File: config.mk
export PLATFORM = sky130hd
export DESIGN_NAME = trigger_gen
export DESIGN_NICKNAME = d
export VERILOG_FILES = /design/src/rtl/trigger_gen_pkg.sv /design/src/rtl/trigger_gen_sat.sv /design/src/rtl/trigger_gen.sv
export SDC_FILE = /design/constraint.sdc
export NUM_CORES = 1
export LEC_CHECK = 0
export CORE_MARGIN = 4
export CORE_UTILIZATION = 40
export CTS_BUF_LIST = sky130_fd_sc_hd__clkbuf_4
export DETAILED_ROUTE_END_ITERATION = 16
export PLACE_DENSITY = 0.78
export SYNTH_ARGS = -nofsm -noshare
export SYNTH_HDL_FRONTEND = slang
export SYNTH_SLANG_ARGS = --single-unit
File: constraint.sdc
create_clock -name ap_clk -period 2.45 [get_ports ap_clk]
set_input_delay 0.49 -clock ap_clk [delete_from_list [all_inputs] [get_ports ap_clk]]
set_output_delay 0.49 -clock ap_clk [all_outputs]
set_load 0.03 [all_outputs]
File: src/rtl/trigger_gen_pkg.sv
// Shared types and helpers for the actor trigger: FSM encoding, return codes
// and sizing of the retry counter.
package trigger_gen_pkg;

    typedef enum logic [2:0] {
        S_IDLE        = 3'd0,
        S_LAUNCH      = 3'd1,
        S_CHECK       = 3'd2,
        S_SLEEP       = 3'd3,
        S_SYNC_LAUNCH = 3'd4,
        S_SYNC_CHECK  = 3'd5,
        S_SYNC_WAIT   = 3'd6,
        S_SYNC_EXEC   = 3'd7
    } state_t;

    // Actor return code meaning "fired and consumed/produced tokens".
    localparam int unsigned EXECUTED_CODE = 1;

    // Width of a counter able to hold 0..n, never narrower than one bit.
    function automatic int retry_w(input int n);
        return (n < 1) ? 1 : $clog2(n + 1);
    endfunction

    function automatic logic [31:0] executed_code32();
        return 32'(EXECUTED_CODE);
    endfunction

endpackage

File: src/rtl/trigger_gen_sat.sv
// Registered up-counter that sticks at all-ones; clear has priority over increment.
module sat_counter #(
    parameter int W = 32
) (
    input  logic         clk_i,
    input  logic         rst_ni,
    input  logic         clr_i,
    input  logic         inc_i,
    output logic [W-1:0] q_o
);

    logic [W-1:0] cnt_q;
    logic [W-1:0] cnt_d;
    logic         at_max;

    assign at_max = (cnt_q == {W{1'b1}});

    always_comb begin
        cnt_d = cnt_q;
        if (clr_i) begin
            cnt_d = '0;
        end else if (inc_i && !at_max) begin
            cnt_d = cnt_q + {{(W-1){1'b0}}, 1'b1};
        end
    end

    always_ff @(posedge clk_i or negedge rst_ni) begin
        if (!rst_ni) begin
            cnt_q <= '0;
        end else begin
            cnt_q <= cnt_d;
        end
    end

    assign q_o = cnt_q;

endmodule

File: src/rtl/trigger_gen.sv
// Actor trigger: relaunches an HLS actor while it makes progress, retries a
// bounded number of times, then joins the network-wide sleep/sync handshake.
module trigger_gen
    import trigger_gen_pkg::*;
#(
    parameter int SYNC_ENABLE  = 1,
    parameter int RETURN_WIDTH = 32,
    parameter int NUM_ENQ      = 1,
    parameter int IDLE_RETRIES = 0,
    parameter int CNT_WIDTH    = 32
) (
    input  logic                    ap_clk,
    input  logic                    ap_rst_n,
    input  logic                    ap_start,
    output logic                    ap_done,
    output logic                    ap_ready,
    output logic                    ap_idle,
    input  logic [NUM_ENQ-1:0]      external_enqueue,
    input  logic                    all_sync,
    input  logic                    all_sync_wait,
    input  logic                    all_sleep,
    output logic                    sleep,
    output logic                    sync_exec,
    output logic                    sync_wait,
    input  logic [RETURN_WIDTH-1:0] actor_return,
    input  logic                    actor_done,
    input  logic                    actor_ready,
    input  logic                    actor_idle,
    output logic                    actor_start,
    output logic [CNT_WIDTH-1:0]    fire_count,
    output logic [CNT_WIDTH-1:0]    sync_rounds
);

    localparam int RW = retry_w(IDLE_RETRIES);
    localparam logic [RW-1:0] RETRY_MAX = RW'(IDLE_RETRIES);
    localparam logic [RETURN_WIDTH-1:0] EXECUTED = RETURN_WIDTH'(EXECUTED_CODE);
    localparam logic SYNC_ON = (SYNC_ENABLE != 0);
    localparam state_t TRY_SLEEP = SYNC_ON ? S_SLEEP : S_IDLE;

    state_t        state_q, state_d;
    logic [RW-1:0] retry_q, retry_d;

    logic enq;
    logic exec;
    logic exhausted;
    logic in_fire_state;
    logic cnt_clr;
    logic sync_inc;
    logic fire_inc;

    // Handshake inputs kept only for port compatibility with the HLS actor.
    logic unused_actor_hs;
    assign unused_actor_hs = ^{actor_ready, actor_idle};

    assign enq       = |external_enqueue;
    assign exec      = actor_done && (actor_return == EXECUTED);
    assign exhausted = actor_done && !exec && !enq && (retry_q == RETRY_MAX);

    assign in_fire_state = (state_q == S_LAUNCH) || (state_q == S_CHECK) ||
                           (state_q == S_SYNC_LAUNCH) || (state_q == S_SYNC_CHECK);
    assign fire_inc      = exec && in_fire_state;

    always_comb begin
        state_d  = state_q;
        retry_d  = retry_q;
        cnt_clr  = 1'b0;
        sync_inc = 1'b0;
        case (state_q)
            S_IDLE: begin
                if (ap_start) begin
                    state_d = S_LAUNCH;
                    cnt_clr = 1'b1;
                end
            end
            S_LAUNCH, S_CHECK: begin
                if (exec || enq) begin
                    state_d = S_LAUNCH;
                    retry_d = '0;
                end else if (exhausted) begin
                    state_d = TRY_SLEEP;
                    retry_d = '0;
                end else if (actor_done) begin
                    state_d = S_LAUNCH;
                    retry_d = retry_q + {{(RW-1){1'b0}}, 1'b1};
                end else begin
                    state_d = S_CHECK;
                end
            end
            S_SLEEP: begin
                if (!SYNC_ON) begin
                    state_d = S_IDLE;
                end else if (all_sleep) begin
                    state_d  = S_SYNC_LAUNCH;
                    sync_inc = 1'b1;
                end
            end
            S_SYNC_LAUNCH, S_SYNC_CHECK: begin
                if (!SYNC_ON) begin
                    state_d = S_IDLE;
                end else if (actor_done) begin
                    state_d = exec ? S_SYNC_EXEC : S_SYNC_WAIT;
                end else begin
                    state_d = S_SYNC_CHECK;
                end
            end
            S_SYNC_WAIT: begin
                if (!SYNC_ON) begin
                    state_d = S_IDLE;
                end else if (all_sync) begin
                    state_d = all_sync_wait ? S_IDLE : S_LAUNCH;
                end
            end
            S_SYNC_EXEC: begin
                if (!SYNC_ON) begin
                    state_d = S_IDLE;
                end else if (all_sync) begin
                    state_d = S_LAUNCH;
                end
            end
            default: begin
                state_d = S_IDLE;
                retry_d = '0;
            end
        endcase
    end

    always_ff @(posedge ap_clk or negedge ap_rst_n) begin
        if (!ap_rst_n) begin
            state_q <= S_IDLE;
            retry_q <= '0;
        end else begin
            state_q <= state_d;
            retry_q <= retry_d;
        end
    end

    sat_counter #(.W(CNT_WIDTH)) u_fire_cnt (
        .clk_i  (ap_clk),
        .rst_ni (ap_rst_n),
        .clr_i  (cnt_clr),
        .inc_i  (fire_inc),
        .q_o    (fire_count)
    );

    sat_counter #(.W(CNT_WIDTH)) u_sync_cnt (
        .clk_i  (ap_clk),
        .rst_ni (ap_rst_n),
        .clr_i  (cnt_clr),
        .inc_i  (sync_inc),
        .q_o    (sync_rounds)
    );

    assign ap_done     = (state_q != S_IDLE) && (state_d == S_IDLE);
    assign ap_ready    = ap_done;
    assign ap_idle     = (state_q == S_IDLE);
    assign actor_start = (state_q == S_LAUNCH) || (state_q == S_SYNC_LAUNCH);
    assign sleep       = SYNC_ON && (state_q == S_SLEEP);
    assign sync_exec   = SYNC_ON && (state_q == S_SYNC_EXEC);
    assign sync_wait   = SYNC_ON && (state_q == S_SYNC_WAIT);

endmodule

Word-level counts from Yosys, hierarchy flattened
Cells that the tools add are included.
Storage, ports and cells
  register bits: 68
  input bits: 42
  output and inout port bits: 71
Cells by class
  $add $sub $neg: 3
  equality and inequality tests: 10
  mux-type cells: 22
  bitwise logic cells: 1
  reductions and logical operators: 26
Operators with widths (number)
  32-bit 2-to-1 mux: 4
  32-bit by 1-bit adder with 32-bit output (second input constant): 2
  32-bit == test (second input constant): 2
  32-bit by 1-bit == test with 1-bit output (second input constant): 1
  3-bit case mux with 6 select lines: 1
  3-bit == test (second input constant): 4
  3-bit 2-to-1 mux: 4
  1-bit 2-to-1 mux: 9
  1-bit logical AND: 8
  2-bit 2-to-1 mux: 4
  3-bit by 2-bit == test with 1-bit output (second input constant): 2
  3-bit logical NOT: 2
  3-bit nonzero test: 2
  1-bit logical OR: 5
  1-bit logical NOT: 4
  2-bit nonzero test: 2
  2-bit OR reduction: 2
  3-bit by 1-bit == test with 1-bit output (second input constant): 1
  2-bit AND reduction: 1
  1-bit adder (second input constant): 1
  1-bit NOT: 1

Logic depth before layout (Yosys ltp)
  depth after elaboration: 11
  mapped depth: 8
  mapped depth without buffers: 7

Hierarchy
From an unflattened synthesis, not the netlist that was laid out.
Unflattened totals
  cell total of the unflattened synthesis: 448
  area total of the unflattened synthesis: 4201.5 µm²
Modules (own cells, without submodules)
  sat_counter at u_fire_cnt: instances 1, cells an instance 201, area an instance 1908.1 µm²
  sat_counter at u_sync_cnt: instances 1, cells an instance 191, area an instance 1843.0 µm²
  trigger_gen: instances 1, cells an instance 56, area an instance 450.4 µm²

Worst setup path after synthesis
No wires, ideal clock.
  kind: in2out
  start point: in actor_return[0]
  end point: out ap_ready
  arrival: 3470 ps
  required time: 1960 ps
  setup slack: -1510 ps
  stages on the path: 7
  cells stage by stage: nor4b_2 nand4_1 nor3_1 o211a_1 a2111o_1 a2111oi_0 buf_4
Between the ends
  word-level cells in the longest chain between the ends: 11
  elaborated cells between the ends (all ways): 14
Ends and longest elaborated chain
  start: declaration: RTL line trigger_gen.sv:25  | input logic [RETURN_WIDTH-1:0] actor_return,
  32-bit by 1-bit == test with 1-bit output *: RTL line trigger_gen.sv:56  | assign exec = actor_done && (actor_return == EXECUTED);
  1-bit logical AND *: RTL line trigger_gen.sv:56
  1-bit logical NOT: RTL line trigger_gen.sv:57  | assign exhausted = actor_done && !exec && !enq && (retry_q == RETRY_MAX);
  1-bit logical AND (3 in a row): RTL line trigger_gen.sv:57
  2-bit 2-to-1 mux: RTL line trigger_gen.sv:79  | end else if (exhausted) begin
  2-bit 2-to-1 mux: RTL line trigger_gen.sv:76  | if (exec || enq) begin
  3-bit case mux with 6 select lines *: RTL line trigger_gen.sv:68  | case (state_q)
  net state_d[0]: RTL line trigger_gen.sv:40  | state_t state_q, state_d;
  3-bit logical NOT *: RTL line trigger_gen.sv:153  | assign ap_done = (state_q != S_IDLE) && (state_d == S_IDLE);
  1-bit logical AND *: RTL line trigger_gen.sv:153
  end: declaration: RTL line trigger_gen.sv:16  | output logic ap_ready,
The timed path passes the listed nets; every way through them passes the cells marked *.

Worst setup path after layout
  start point: in actor_return[19]
  end point: out ap_done
Between the ends
  word-level cells in the longest chain between the ends: 11
  elaborated cells between the ends (all ways): 14
Ends and longest elaborated chain
  32-bit by 1-bit == test with 1-bit output *: RTL line trigger_gen.sv:56
  1-bit logical AND *: RTL line trigger_gen.sv:56
  1-bit logical NOT: RTL line trigger_gen.sv:57
  1-bit logical AND (3 in a row): RTL line trigger_gen.sv:57
  2-bit 2-to-1 mux: RTL line trigger_gen.sv:79
  2-bit 2-to-1 mux: RTL line trigger_gen.sv:76
  3-bit case mux with 6 select lines *: RTL line trigger_gen.sv:68
  net state_d[0]: RTL line trigger_gen.sv:40
  3-bit logical NOT *: RTL line trigger_gen.sv:153
  1-bit logical AND *: RTL line trigger_gen.sv:153
  end: declaration: RTL line trigger_gen.sv:15  | output logic ap_done,
Marks and branches as above.

==> results.md <==
* Status: complete, but fails checks
* Failing checks: setup timing
* Max Cap Viol at 0
* Mapped Area at 0.00385 mm2
* Combinational fraction of design power at 33.3%
* Final Hold Fails at 0
* Switching share of power at 34.9%
* Area added between synthesis and finish at 47.4%
* Core Footprint at 0.00928 mm2
* Clk sinks at 68
* CP Capture Type: output pin
* DRT Pass-1 Iters at 6
* Ranking of synthesized cells by area: dfrtp_1 44%, xor2_1 7.1%, nor2_1 5.7%, nand4_1 4.7%, nand2_1 4.5%
* Seq. cell area at 0.00171 mm2
* Mapped Cells at 433
* Gr usage total at 20.0%
* Clock Power Share at 27.4%
* Post-route ant nets at 0
* Slew headroom at 60.1%
* Iter 0 DRT Violations at 176
* Internal Power at 2.04 mW
* Most frequent cells in the layout: 68 x clkdlybuf4s50_1, 65 x dfrtp_1, 58 x nor2_1, 45 x nand2_1, 44 x buf_4
* Peak supply drop at 0.000884 V
* Clock-pin slew on the worst setup and hold paths at 0.11 ns
* Final cell count without fillers at 723
* Startpoint Class: input pin
* Distinct cells, synth at 46
* # rows at 35
* Slowest cell on crit path: a2111o_1
* Reg2Reg Setup Slack at 0.24 ns
* Via count at 3855
* Largest net degree at the start of global routing at 58
* Worst Path Arrival at 2.09 ns
* P per Cell Area at 552 mW/mm2
* Sw power at 1.09 mW
* Multi-input gate area at 0.00219 mm2
* Worst Hold Depth at 1
* Final Routed Wirelength at 10900 um
* #FFs+latches synth at 68
* Filler Cells Inserted at 828
* Syn Nets at 477
* Die area at 0.0113 mm2
* Htree depth at 3
* Top cell type's share of synthesized area at 44.2%
* Initial antenna violation count at 0
* Critical path class: input pin to output pin
* Critical Path Sink: ap_done
* CTS tree: built
* Reg2reg start: u_sync_cnt.q_o[3]$_DFFE_PN0P_
* Die Y at 106 um
* Initial Util at 41.4%
* Clock buffer depth at 2
* Synth area leader: dfrtp_1
* Post-route DRC at 0
* Final setup fails at 2
* Final Max Tran Viols at 0
* WP data required at 1.96 ns
* Leading cell type in the layout, fill and taps excluded: clkdlybuf4s50_1
* Core Util, Final at 61.1%
* Diode count at 0
* Port Buffer Count at 110
* Worst-Margin Slew at 0.599 ns
* Post-Place Cells at 685
* Io pins at 113
* Clock latency at the later pin of the worst-skew pair at 0.42 ns
* Die Wd at 106 um
* Cell Chain, Critical Path: clkdlybuf4s15_1 > nor4_4 > nand2_1 > buf_6 > nor3_4 > o211a_1 > a2111o_1 > a2111oi_4 > buf_4
* Routed length per instance at 15.1 um
* Min Tclk post-route at 2.58 ns
* Sequential share of power at 39.4%
* Syn Area/Cell at 8.89 um2
* Vias in the first global route at 3754
* CTS root buffer: clkbuf_4
* Skew final at 0.0159 ns
* Total gr overflow at 0
* Final net count at 633
* Final WS setup at -0.126 ns
* GP Congestion at 0.887
* Unrepaired setup endpoints after global routing: true
* Depth of the worst register-to-register path at 7
* Vias/cell at 5.33
* Total CTS buffers at 9
* Worst hold path type: register to register
* Crit path max fanout at 2
* Part of the cycle the worst path needs at 105%
* Sequential area share after synthesis at 44.2%
* Share of post-route cells with drive strength above 1 at 20.9%
* R2R Path End: u_sync_cnt.q_o[21]$_DFFE_PN0P_
* Fmax at 0.388 GHz
* Worst path max stage delay at 0.43 ns
* CP Launch Point: actor_return[19]
* Synth warn at 0
* First-pass GRT wire length at 18500 um
* Pleak at 2.46 nW
* Detailed placement HPWL at 7570 um
## final cells by class
cell class	count	area share [%]
timing repair buffer	161	24.8
sequential	68	30.1
clock inverter	6	1.57
tap	129	2.85
inverter	11	0.860
multi-input combinational	338	38.6
clock buffer	10	1.32
## how the worst min path moves through the flow
| stage | startpoint | to |
|---|---|---|
| 5_1_grt | ap_rst_n | u_fire_cnt.q_o[17]$_DFFE_PN0P_ |
| 3_5_place_dp | ap_rst_n | u_fire_cnt.q_o[7]$_DFFE_PN0P_ |
| 4_1_cts | ap_rst_n | u_fire_cnt.q_o[13]$_DFFE_PN0P_ |
| 6_report | retry_q$_DFFE_PN0P_ | retry_q$_DFFE_PN0P_ |
| 2_1_floorplan | ap_rst_n | retry_q$_DFFE_PN0P_ |
| 3_3_place_gp | ap_rst_n | u_fire_cnt.q_o[13]$_DFFE_PN0P_ |
## through the flow
stage          cell area, um2  hold slack, ns  setup slack, ns  TNS (ns)  power [mW]
2_1_floorplan            3870           0.194           -0.185    -0.185        1.80
3_3_place_gp             5280           0.464           -0.451     -4.91        2.10
3_5_place_dp             5280           0.469           -0.478     -9.08        2.11
4_1_cts                  5580           0.514           -0.206     -1.21        3.04
5_1_grt                  5670           0.572           -0.215    -0.430        3.27
6_report                 5670           0.516           -0.126    -0.251        3.13
## what timing repair did
item	4_1_cts	5_1_grt
cloned	1	0
resized for setup	93	51
hold buffers	1	0
endpoints found under the setup margin	7	39
pin swaps	18	18
hold endpoints to repair	12	0
setup buffers	14	8
## worst max-delay path: cells and delay by family
kind	cells	cell delay, ns
buf+inv	3	0.54
simple gates	3	0.17
compound gates	3	0.88
## power groups by stage
stage	clock (mW)	sequential, mW	combinational (mW)
after detailed placement	0	1.27	0.848
after global placement	0	1.26	0.835
after global routing	0.917	1.24	1.12
after floorplan	0	1.24	0.557
after CTS	0.879	1.24	0.926
final	0.858	1.23	1.04
## per-layer routing
layer	GRT usage (%)	part of all wire, %	routed length [um]	vias up
li1	-	-	-	1865
met1	26.1	44	4770	1876
met2	33.0	51	5540	97
met3	3.10	3.7	407	17
met4	8.42	1.8	192	0
met5	0	0	0	-
## cells in the mapped netlist, drive strengths merged
| cell type | count |
|---|---|
| xnor2 | 15 |
| a311oi | 1 |
| nor4b | 1 |
| nand2 | 46 |
| nor4 | 17 |
| clkbuf | 6 |
| o21ai | 14 |
| o311ai | 1 |
| nand2b | 3 |
| o211ai | 4 |
| or2 | 1 |
| nor2 | 58 |
| nor3b | 1 |
| buf | 11 |
| inv | 11 |
| nand3b | 1 |
| and3 | 11 |
| dfrtp | 68 |
| o31ai | 3 |
| a2111o | 1 |
| xor2 | 31 |
| or4 | 6 |
| nand4 | 29 |
| nor2b | 2 |
| a2111oi | 1 |
| and2 | 6 |
| nand4b | 1 |
| nor3 | 18 |
| o2111ai | 1 |
| mux2i | 4 |
| o211a | 2 |
| and4 | 3 |
| or3 | 11 |
| a21oi | 11 |
| nand3 | 29 |
| ha | 2 |
| a41oi | 1 |
| a32oi | 1 |
## logic make-up (layout without fill, tap and decap cells)
family                   count (synthesis)  count (layout)  synth area share [%]
XOR/XNOR                                46              46                  10.5
flip-flops                              68              68                  44.2
AO/OA/AOI/OAI                           41              41                  6.89
adder cells (fa/ha/maj)                  2               2                 0.650
buffers and inverters                   28             188                  3.12
multiplexers                             4               4                  1.04
AND/OR/NAND/NOR                        244             245                  33.6
## registers in the layout, summed over array words and instances (netlist names)
| name | flops |
|---|---|
| u_fire_cnt.q_o | 32 |
| state_q | 3 |
| retry_q | 1 |
| u_sync_cnt.q_o | 32 |
(Power assumes the default switching activity.)
